--- config.mk ---
export PLATFORM = sky130hd
export DESIGN_NAME = mips_instr_encoder
export DESIGN_NICKNAME = d
export VERILOG_FILES = /design/src/rtl/mips_instr_encoder_pkg.sv /design/src/rtl/mips_instr_encoder_pack.sv /design/src/rtl/mips_instr_encoder.sv
export SDC_FILE = /design/constraint.sdc
export NUM_CORES = 1
export LEC_CHECK = 0
export ABC_AREA = 1
export CAP_MARGIN = 40
export CORE_MARGIN = 2
export CORE_UTILIZATION = 40
export CTS_BUF_LIST = sky130_fd_sc_hd__clkbuf_2 sky130_fd_sc_hd__clkbuf_4 sky130_fd_sc_hd__clkbuf_8
export DETAILED_ROUTE_END_ITERATION = 10
export GPL_TIMING_DRIVEN = 1
export PLACE_DENSITY = 0.71
export REMOVE_ABC_BUFFERS = 1
export SLEW_MARGIN = 5
export SYNTH_ARGS = -nofsm -noshare
export SYNTH_HDL_FRONTEND = slang
export SYNTH_HIERARCHICAL = 1
export SYNTH_SLANG_ARGS = --single-unit
--- constraint.sdc ---
create_clock -name clock -period 3.4 [get_ports clock]
set_input_delay 1.02 -clock clock [delete_from_list [all_inputs] [get_ports clock]]
set_output_delay 1.02 -clock clock [all_outputs]
set_load 0.03 [all_outputs]
--- src/rtl/mips_instr_encoder_pkg.sv ---
// Shared MIPS ISA constants, mnemonic indices and encoder FSM states.
// Opcode/funct values match those decoded by the single-cycle control unit.
package mips_instr_encoder_pkg;

    typedef enum logic [4:0] {
        OPSEL_ADD   = 5'd0,
        OPSEL_ADDU  = 5'd1,
        OPSEL_AND   = 5'd2,
        OPSEL_JR    = 5'd3,
        OPSEL_NOR   = 5'd4,
        OPSEL_OR    = 5'd5,
        OPSEL_SLT   = 5'd6,
        OPSEL_SLTU  = 5'd7,
        OPSEL_SUB   = 5'd8,
        OPSEL_SUBU  = 5'd9,
        OPSEL_SLL   = 5'd10,
        OPSEL_SRL   = 5'd11,
        OPSEL_SRA   = 5'd12,
        OPSEL_ADDI  = 5'd13,
        OPSEL_ADDIU = 5'd14,
        OPSEL_ANDI  = 5'd15,
        OPSEL_BEQ   = 5'd16,
        OPSEL_BNE   = 5'd17,
        OPSEL_LBU   = 5'd18,
        OPSEL_LHU   = 5'd19,
        OPSEL_LUI   = 5'd20,
        OPSEL_LW    = 5'd21,
        OPSEL_ORI   = 5'd22,
        OPSEL_SLTI  = 5'd23,
        OPSEL_SLTIU = 5'd24,
        OPSEL_SB    = 5'd25,
        OPSEL_SH    = 5'd26,
        OPSEL_SW    = 5'd27,
        OPSEL_J     = 5'd28,
        OPSEL_JAL   = 5'd29
    } op_sel_e;

    localparam logic [5:0] OP_RTYPE = 6'h00;
    localparam logic [5:0] OP_J     = 6'h02;
    localparam logic [5:0] OP_JAL   = 6'h03;
    localparam logic [5:0] OP_BEQ   = 6'h04;
    localparam logic [5:0] OP_BNE   = 6'h05;
    localparam logic [5:0] OP_ADDI  = 6'h08;
    localparam logic [5:0] OP_ADDIU = 6'h09;
    localparam logic [5:0] OP_SLTI  = 6'h0A;
    localparam logic [5:0] OP_SLTIU = 6'h0B;
    localparam logic [5:0] OP_ANDI  = 6'h0C;
    localparam logic [5:0] OP_ORI   = 6'h0D;
    localparam logic [5:0] OP_LUI   = 6'h0F;
    localparam logic [5:0] OP_LW    = 6'h23;
    localparam logic [5:0] OP_LBU   = 6'h24;
    localparam logic [5:0] OP_LHU   = 6'h25;
    localparam logic [5:0] OP_SB    = 6'h28;
    localparam logic [5:0] OP_SH    = 6'h29;
    localparam logic [5:0] OP_SW    = 6'h2B;

    localparam logic [5:0] FUNCT_SLL  = 6'h00;
    localparam logic [5:0] FUNCT_SRL  = 6'h02;
    localparam logic [5:0] FUNCT_SRA  = 6'h03;
    localparam logic [5:0] FUNCT_JR   = 6'h08;
    localparam logic [5:0] FUNCT_ADD  = 6'h20;
    localparam logic [5:0] FUNCT_ADDU = 6'h21;
    localparam logic [5:0] FUNCT_SUB  = 6'h22;
    localparam logic [5:0] FUNCT_SUBU = 6'h23;
    localparam logic [5:0] FUNCT_AND  = 6'h24;
    localparam logic [5:0] FUNCT_OR   = 6'h25;
    localparam logic [5:0] FUNCT_NOR  = 6'h27;
    localparam logic [5:0] FUNCT_SLT  = 6'h2A;
    localparam logic [5:0] FUNCT_SLTU = 6'h2B;

    typedef enum logic [1:0] {
        ST_IDLE  = 2'd0,
        ST_RUN   = 2'd1,
        ST_WRITE = 2'd2,
        ST_DONE  = 2'd3
    } enc_state_e;

    function automatic logic [31:0] r_word(input logic [4:0] rs, input logic [4:0] rt,
                                           input logic [4:0] rd, input logic [4:0] shamt,
                                           input logic [5:0] funct);
        return {OP_RTYPE, rs, rt, rd, shamt, funct};
    endfunction

    function automatic logic [31:0] i_word(input logic [5:0] op, input logic [4:0] rs,
                                           input logic [4:0] rt, input logic [15:0] imm);
        return {op, rs, rt, imm};
    endfunction

    function automatic logic [31:0] j_word(input logic [5:0] op, input logic [25:0] target);
        return {op, target};
    endfunction

endpackage

--- src/rtl/mips_instr_encoder_pack.sv ---
// Combinational mnemonic-to-word packer; flags op_sel codes with no mnemonic.
// Fields an instruction does not use are forced to zero regardless of the request.
module mips_instr_pack
    import mips_instr_encoder_pkg::*;
(
    input  logic [4:0]  op_sel,
    input  logic [4:0]  rs,
    input  logic [4:0]  rt,
    input  logic [4:0]  rd,
    input  logic [4:0]  shamt,
    input  logic [15:0] imm,
    input  logic [25:0] target,
    output logic [31:0] word,
    output logic        illegal
);

    always_comb begin
        word    = '0;
        illegal = 1'b0;
        case (op_sel_e'(op_sel))
            OPSEL_ADD:   word = r_word(rs, rt, rd, 5'd0, FUNCT_ADD);
            OPSEL_ADDU:  word = r_word(rs, rt, rd, 5'd0, FUNCT_ADDU);
            OPSEL_AND:   word = r_word(rs, rt, rd, 5'd0, FUNCT_AND);
            OPSEL_JR:    word = r_word(rs, 5'd0, 5'd0, 5'd0, FUNCT_JR);
            OPSEL_NOR:   word = r_word(rs, rt, rd, 5'd0, FUNCT_NOR);
            OPSEL_OR:    word = r_word(rs, rt, rd, 5'd0, FUNCT_OR);
            OPSEL_SLT:   word = r_word(rs, rt, rd, 5'd0, FUNCT_SLT);
            OPSEL_SLTU:  word = r_word(rs, rt, rd, 5'd0, FUNCT_SLTU);
            OPSEL_SUB:   word = r_word(rs, rt, rd, 5'd0, FUNCT_SUB);
            OPSEL_SUBU:  word = r_word(rs, rt, rd, 5'd0, FUNCT_SUBU);
            OPSEL_SLL:   word = r_word(5'd0, rt, rd, shamt, FUNCT_SLL);
            OPSEL_SRL:   word = r_word(5'd0, rt, rd, shamt, FUNCT_SRL);
            OPSEL_SRA:   word = r_word(5'd0, rt, rd, shamt, FUNCT_SRA);
            OPSEL_ADDI:  word = i_word(OP_ADDI, rs, rt, imm);
            OPSEL_ADDIU: word = i_word(OP_ADDIU, rs, rt, imm);
            OPSEL_ANDI:  word = i_word(OP_ANDI, rs, rt, imm);
            OPSEL_BEQ:   word = i_word(OP_BEQ, rs, rt, imm);
            OPSEL_BNE:   word = i_word(OP_BNE, rs, rt, imm);
            OPSEL_LBU:   word = i_word(OP_LBU, rs, rt, imm);
            OPSEL_LHU:   word = i_word(OP_LHU, rs, rt, imm);
            OPSEL_LUI:   word = i_word(OP_LUI, 5'd0, rt, imm);
            OPSEL_LW:    word = i_word(OP_LW, rs, rt, imm);
            OPSEL_ORI:   word = i_word(OP_ORI, rs, rt, imm);
            OPSEL_SLTI:  word = i_word(OP_SLTI, rs, rt, imm);
            OPSEL_SLTIU: word = i_word(OP_SLTIU, rs, rt, imm);
            OPSEL_SB:    word = i_word(OP_SB, rs, rt, imm);
            OPSEL_SH:    word = i_word(OP_SH, rs, rt, imm);
            OPSEL_SW:    word = i_word(OP_SW, rs, rt, imm);
            OPSEL_J:     word = j_word(OP_J, target);
            OPSEL_JAL:   word = j_word(OP_JAL, target);
            default:     illegal = 1'b1;
        endcase
    end

endmodule

--- src/rtl/mips_instr_encoder.sv ---
// Program loader: accepts mnemonic requests over valid/ready, encodes them and
// writes one word every two cycles into instruction memory from a latched base address.
module mips_instr_encoder
    import mips_instr_encoder_pkg::*;
#(
    parameter int ADDR_W = 6,
    parameter int DEPTH  = 64
)
(
    input  logic              clock,
    input  logic              reset,
    input  logic              start,
    input  logic [ADDR_W-1:0] base_addr,
    input  logic              in_valid,
    output logic              in_ready,
    input  logic              in_last,
    input  logic [4:0]        op_sel,
    input  logic [4:0]        rs,
    input  logic [4:0]        rt,
    input  logic [4:0]        rd,
    input  logic [4:0]        shamt,
    input  logic [15:0]       imm,
    input  logic [25:0]       target,
    output logic              imem_we,
    output logic [ADDR_W-1:0] imem_addr,
    output logic [31:0]       imem_wdata,
    output logic              done,
    output logic              full,
    output logic              err,
    output logic [ADDR_W:0]   count
);

    localparam logic [ADDR_W-1:0] LAST_ADDR = ADDR_W'(DEPTH - 1);

    enc_state_e        state;
    enc_state_e        next_state;
    logic [ADDR_W-1:0] ptr;
    logic              last_q;
    logic [31:0]       packed_word;
    logic              illegal;
    logic              accept;
    logic              in_ready_nxt;
    logic              imem_we_nxt;
    logic              done_nxt;

    mips_instr_pack u_pack (
        .op_sel  (op_sel),
        .rs      (rs),
        .rt      (rt),
        .rd      (rd),
        .shamt   (shamt),
        .imm     (imm),
        .target  (target),
        .word    (packed_word),
        .illegal (illegal)
    );

    assign accept = (state == ST_RUN) && in_valid && in_ready;

    always_ff @(posedge clock) begin
        if (reset) begin
            state <= ST_IDLE;
        end else begin
            state <= next_state;
        end
    end

    always_comb begin
        next_state = state;
        case (state)
            ST_IDLE:  if (start) next_state = ST_RUN;
            ST_RUN:   if (accept && !illegal) next_state = ST_WRITE;
            ST_WRITE: next_state = (last_q || ptr == LAST_ADDR) ? ST_DONE : ST_RUN;
            ST_DONE:  if (start) next_state = ST_RUN;
            default:  next_state = ST_IDLE;
        endcase
    end

    // Handshake/strobe outputs are decoded from the upcoming state so they are registered
    // alongside it and line up exactly with the state they describe.
    always_comb begin
        in_ready_nxt = (next_state == ST_RUN);
        imem_we_nxt  = (next_state == ST_WRITE);
        done_nxt     = (next_state == ST_DONE);
    end

    always_ff @(posedge clock) begin
        if (reset) begin
            in_ready <= 1'b0;
            imem_we  <= 1'b0;
            done     <= 1'b0;
        end else begin
            in_ready <= in_ready_nxt;
            imem_we  <= imem_we_nxt;
            done     <= done_nxt;
        end
    end

    // Pointer saturates at the last word instead of wrapping; a base past the end is clamped.
    always_ff @(posedge clock) begin
        if (reset) begin
            ptr        <= '0;
            count      <= '0;
            imem_addr  <= '0;
            imem_wdata <= '0;
            full       <= 1'b0;
            err        <= 1'b0;
            last_q     <= 1'b0;
        end else begin
            case (state)
                ST_IDLE, ST_DONE: begin
                    if (start) begin
                        ptr   <= (base_addr > LAST_ADDR) ? LAST_ADDR : base_addr;
                        count <= '0;
                        full  <= 1'b0;
                        err   <= 1'b0;
                    end
                end
                ST_RUN: begin
                    if (accept) begin
                        if (illegal) begin
                            err <= 1'b1;
                        end else begin
                            imem_addr  <= ptr;
                            imem_wdata <= packed_word;
                            last_q     <= in_last;
                        end
                    end
                end
                ST_WRITE: begin
                    count <= count + (ADDR_W + 1)'(1);
                    if (ptr != LAST_ADDR) begin
                        ptr <= ptr + ADDR_W'(1);
                    end else if (!last_q) begin
                        full <= 1'b1;
                    end
                end
                default: ;
            endcase
        end
    end

endmodule

Word-level counts from Yosys, hierarchy flattened --
Index checks and enable logic that the tools add are counted. Widths: inputs -> output; s select.
Storage, ports and cells: flip-flop bits (word level) 59, latch bits 0, RAM bits 0, memory bits (read-only) 0, input bits 78, output and inout bits 50, logic and storage cells 90, memories 0
Operators by class: add/subtract/negate cells 2, multiply operators 0, divide/modulo/power cells 0, magnitude comparators 1, equality and inequality tests 43, shift-type cells 0, mux-type cells 18, bitwise logic cells 0, reductions and logical operators 15
Operators by type and width (count):
- $pmux 32 s30 | 1
- $eq 5x5->1 const B | 14
- $eq 5x4->1 const B | 8
- $reduce_or 30->1 | 1
- $eq 5x3->1 const B | 4
- $mux 6 | 3
- $pmux 7 s2 | 1
- $pmux 6 s2 | 1
- $eq 5x2->1 const B | 2
- $ne 2x2->1 const B | 5
- $eq 2x2->1 const B | 4
- $reduce_and 4->1 | 2
- $add 7x1->7 const B | 1
- $mux 7 | 1
- $add 6x1->6 const B | 1
- $eq 6x6->1 const B | 1
- $gt 6x6->1 const B | 1
- $mux 2 | 3
- $ne 6x6->1 const B | 1
- $pmux 2 s3 | 1
- $reduce_and 3->1 | 2
- $eq 5x1->1 const B | 1
- $logic_not 5->1 | 1
- $mux 1 | 5
- 9 further kinds | 14

Longest topological paths before layout --
depth in word-level cells 7, gate-level depth with buffers 15, depth with buffers taken out 14

Cells and area by module --
Netlist, hierarchy kept.
Modules (own cells, without submodules):
- mips_instr_encoder | instances 1, cells each 323, area each 2371.0 µm², sequential area each 1181.1 µm²
- mips_instr_pack | instances 1, cells each 315, area each 1488.9 µm², sequential area each 0.0 µm²

Worst setup path after synthesis --
Ideal clock, no wire load.
path kind input-to-reg, start point in op_sel[2], end point reg imem_wdata[18], arrival time 2.446 ns, slack 0.838 ns, stages 12, path buffers 2, cell sequence buf_6 > nor2_1 > nand3_1 > nand2_2 > nor2_1 > nand3_1 > nor2_1 > nor2_2 > inv_2 > clkbuf_1 > nor2_1 > nor2_1
Between the ends: word-level cells in the longest chain between the ends 3, elaborated cells on any way between the ends 33, classes of those cells 29 x eq/ne; 1 x mux; 3 x reduce/logical
RTL lines:
- start: declaration | line mips_instr_encoder.sv:17 | input logic [4:0] op_sel,
- $eq 5x1->1 (tied with other cells) | line mips_instr_encoder_pack.sv:20 | case (op_sel_e'(op_sel))
- $reduce_or 30->1 (no source line)
- $reduce_and 3->1 (no source line)
- end signal: assignment | line mips_instr_encoder.sv:125 | imem_wdata <= packed_word;
- end: declaration | line mips_instr_encoder.sv:26 | output logic [31:0] imem_wdata,
Parallel ways exist; a longest one is shown, timed or not. A chain may end at the register's enable or synchronous reset.

Worst setup path after layout --
start point in op_sel[1], end point reg imem_wdata[28]
Same word-level chain as after synthesis.

==> impl_metrics.json <==
{
  "status": "finished clean",
  "first_pass_iters": 5,
  "fin_cells": 902,
  "grt_setup_unrepaired": "no",
  "synth_top_area_share_pct": 30.6,
  "slew_violations": 0,
  "crit_fanout": 18,
  "initial_utilization_pct": 41.6,
  "core_area_um2": 9280,
  "routabilityCongestion": 0.857,
  "seq_area_frac_synth_pct": 30.6,
  "grt_pass1_wl_um": 19700,
  "synth-main-ff-cell": "dfxtp_1",
  "numCtsBuffers": 9,
  "startpoint_type": "primary input",
  "tightestPinTransition_ns": 0.537,
  "die_h_um": 102,
  "synth_top_family_by_area": "simple AND/OR/NAND/NOR gates",
  "p_per_area_nw_per_um2": 417,
  "chipWidth_um": 102,
  "antenna_found_initial": 0,
  "hpwlAfterDp_um": 8990,
  "wl_per_cell_um": 13.3,
  "ys_warn_count": 6,
  "skew_ns": 0.0124,
  "synth_common_cells": "nand2_1 (154), nor2_1 (150), inv_1 (60), dfxtp_1 (59), o21ai_0 (58)",
  "synthAdderAreaFrac_pct": 1.62,
  "boundaryPins": 128,
  "worstPathArrival_ns": 3.31,
  "period_share_pct": 90.8,
  "setup_tns_ns": 0,
  "viasPerCell": 4.95,
  "clk_pin_slew_ns": 0.07,
  "critical_path_class": "primary input to flip-flop",
  "netlist_area_um2": 3860,
  "dr.first_iter.drc_count": 245,
  "hp-class": "flip-flop to flip-flop",
  "synth_largest_area_cell": "dfxtp_1",
  "layout.nets": 851,
  "synth_cell_types": 40,
  "relSlewSlack_pct": 64.2,
  "async_flop_share_pct": 0,
  "die-area_um2": 10500,
  "clock-sinks": 59,
  "antenna_cells": 0,
  "syn-mean-instance-area_um2": 6.05,
  "post-cts-setup-buffer-count": 0,
  "place.port_buffers": 127,
  "crit_required_ns": 3.63,
  "synthXorXnorAreaFrac_pct": 0,
  "clock_latency_ns": 0.34,
  "synth.top_cells.by_area": "dfxtp_1 (31%), nand2_1 (15%), nor2_1 (15%), o21ai_0 (7.5%), inv_1 (5.8%)",
  "synthCells": 638,
  "synth-edff-count": 0,
  "first_global_vias": 4298,
  "synth-simple-area-share_pct": 42.1,
  "synth_compound_area_share_pct": 14.4,
  "cts.root.buffer_cell": "clkbuf_8",
  "cts_tree": "built",
  "finalCriticalPeriod_ns": 3.09,
  "grt_use_total_pct": 23.6,
  "drc": 0,
  "final_hold_viol_count": 0,
  "h-tree-depth": 3,
  "end_kind": "flip-flop",
  "core.rowCount": 35,
  "cts_resized": 0,
  "postCtsHoldBufs": 0,
  "ant_nets": 0,
  "clock_path_buffers": 2,
  "routed_wirelength_um": 12000,
  "vias": 4462,
  "ys_ff_latch": 59,
  "synth.most_common_cell": "nand2_1",
  "maxCapViolations": 0,
  "grt_max_degree": 28,
  "num-fill-cells": 945,
  "dp.cells": 886,
  "overflow": 0,
  "fmax_mhz": 324,
  "synthMuxAreaShare_pct": 0.259,
  "leakagePower_nw": 2.68,
  "vdd_ir_drop_max_v": 0.000411,
  "setup_viol": 0,
  "syn_to_final_growth_pct": 41.5,
  "drive_above_1_share_pct": 9.18
}
==> placed cells by master (no fill, tap or decap), types with 2 or more instances in the layout <==
master	Yosys	routed
o21ai_0	58	58
nor3_1	3	3
nand4_1	2	2
ha_1	5	5
clkdlybuf4s50_1	0	127
buf_4	3	15
nor2_1	150	150
clkbuf_8	0	9
o221ai_1	2	2
nand2_2	6	6
nor2_4	5	6
nand2_4	2	2
a21oi_1	21	21
inv_1	60	60
o21ai_1	5	5
nor2_2	7	6
nand3_2	2	2
inv_4	2	2
dfxtp_1	59	59
nand3_1	39	39
clkinv_4	0	3
a22oi_1	5	5
a211oi_1	3	3
inv_2	9	9
nand2_1	154	154
o21ai_2	2	2
==> worst paths after layout <==
| path | from | end | slack (ns) | depth (start not counted) |
|---|---|---|---|---|
| hold / removal | full$_SDFFE_PP0P_ | full$_SDFFE_PP0P_ | 0.47 | 2 |
| setup / recovery | op_sel[1] | imem_wdata[28]$_SDFFE_PP0P_ | 0.31 | 12 |
| hold reg to reg | full$_SDFFE_PP0P_ | full$_SDFFE_PP0P_ | 0.47 | 2 |
| setup reg to reg | state[0]$_SDFF_PP0_ | count[4]$_SDFFE_PP0P_ | 1.49 | 8 |
==> flip-flops by register name, summed over array words and instances (netlist names) <==
name	flops
imem_wdata	32
count	7
imem_addr	6
ptr	6
state	2
done	1
err	1
full	1
imem_we	1
in_ready	1
last_q	1
==> through the flow <==
stage	utilization [%]	setup WS (ns)	instance area, um^2	total power [mW]	hold slack (ns)
after floorplan	-	0.143	3710	1.31	0.469
after global placement	56.7	0.0454	5260	1.61	0.459
after detailed placement	56.7	0.0000535	5260	1.63	0.461
after CTS	58.8	0.336	5460	2.29	0.472
after global routing	58.8	0.0810	5460	2.43	0.495
final	58.8	0.311	5460	2.28	0.468
==> critical path, cell delays in order <==
cell and delay [ns]:
clkdlybuf4s50_1 0.67, buf_4 0.21, nor2_4 0.05, nand2_1 0.07
nand2_1 0.12, nor2_1 0.27, nand3_1 0.11, nor2_1 0.25
nor2_4 0.09, buf_4 0.20, o21ai_0 0.19, nor2_1 0.07
==> metal layers <==
metal  GRT usage, %  vias to the layer above  wire [um]
met1           28.9                     2016       5190
met2           41.6                      147       5930
met3           4.24                       20        738
met4           7.90                        0        159
li1               -                     2279          -
met5              0                        -          0
==> report_power, final <==
group / total [mW] / switching [mW] / internal [mW] / leakage (nW)
registers: 0.836 / 0.0694 / 0.766 / 0.478
clock network: 0.653 / 0.310 / 0.343 / 0.0998
logic: 0.789 / 0.482 / 0.307 / 2.10
==> kinds of logic (layout without fill, tap and decap cells) <==
logic type / after synthesis / count (layout)
AND/OR/NAND/NOR: 377 / 377
AO/OA/AOI/OAI: 101 / 101
buffers and inverters: 94 / 229
flip-flops: 59 / 59
adder cells (fa/ha/maj): 5 / 5
other: 1 / 1
multiplexers: 1 / 1
==> final cells by class <==
type	instances	area, um^2	share of cell area [%]
multi-input combinational	485	2260	41.4
timing repair buffer	142	1380	25.3
sequential	59	1180	21.6
inverter	71	272	4.97
tap	129	161	2.96
clock buffer	9	124	2.27
clock inverter	7	77.6	1.42
No activity file was read; power rests on OpenSTA's default activity.
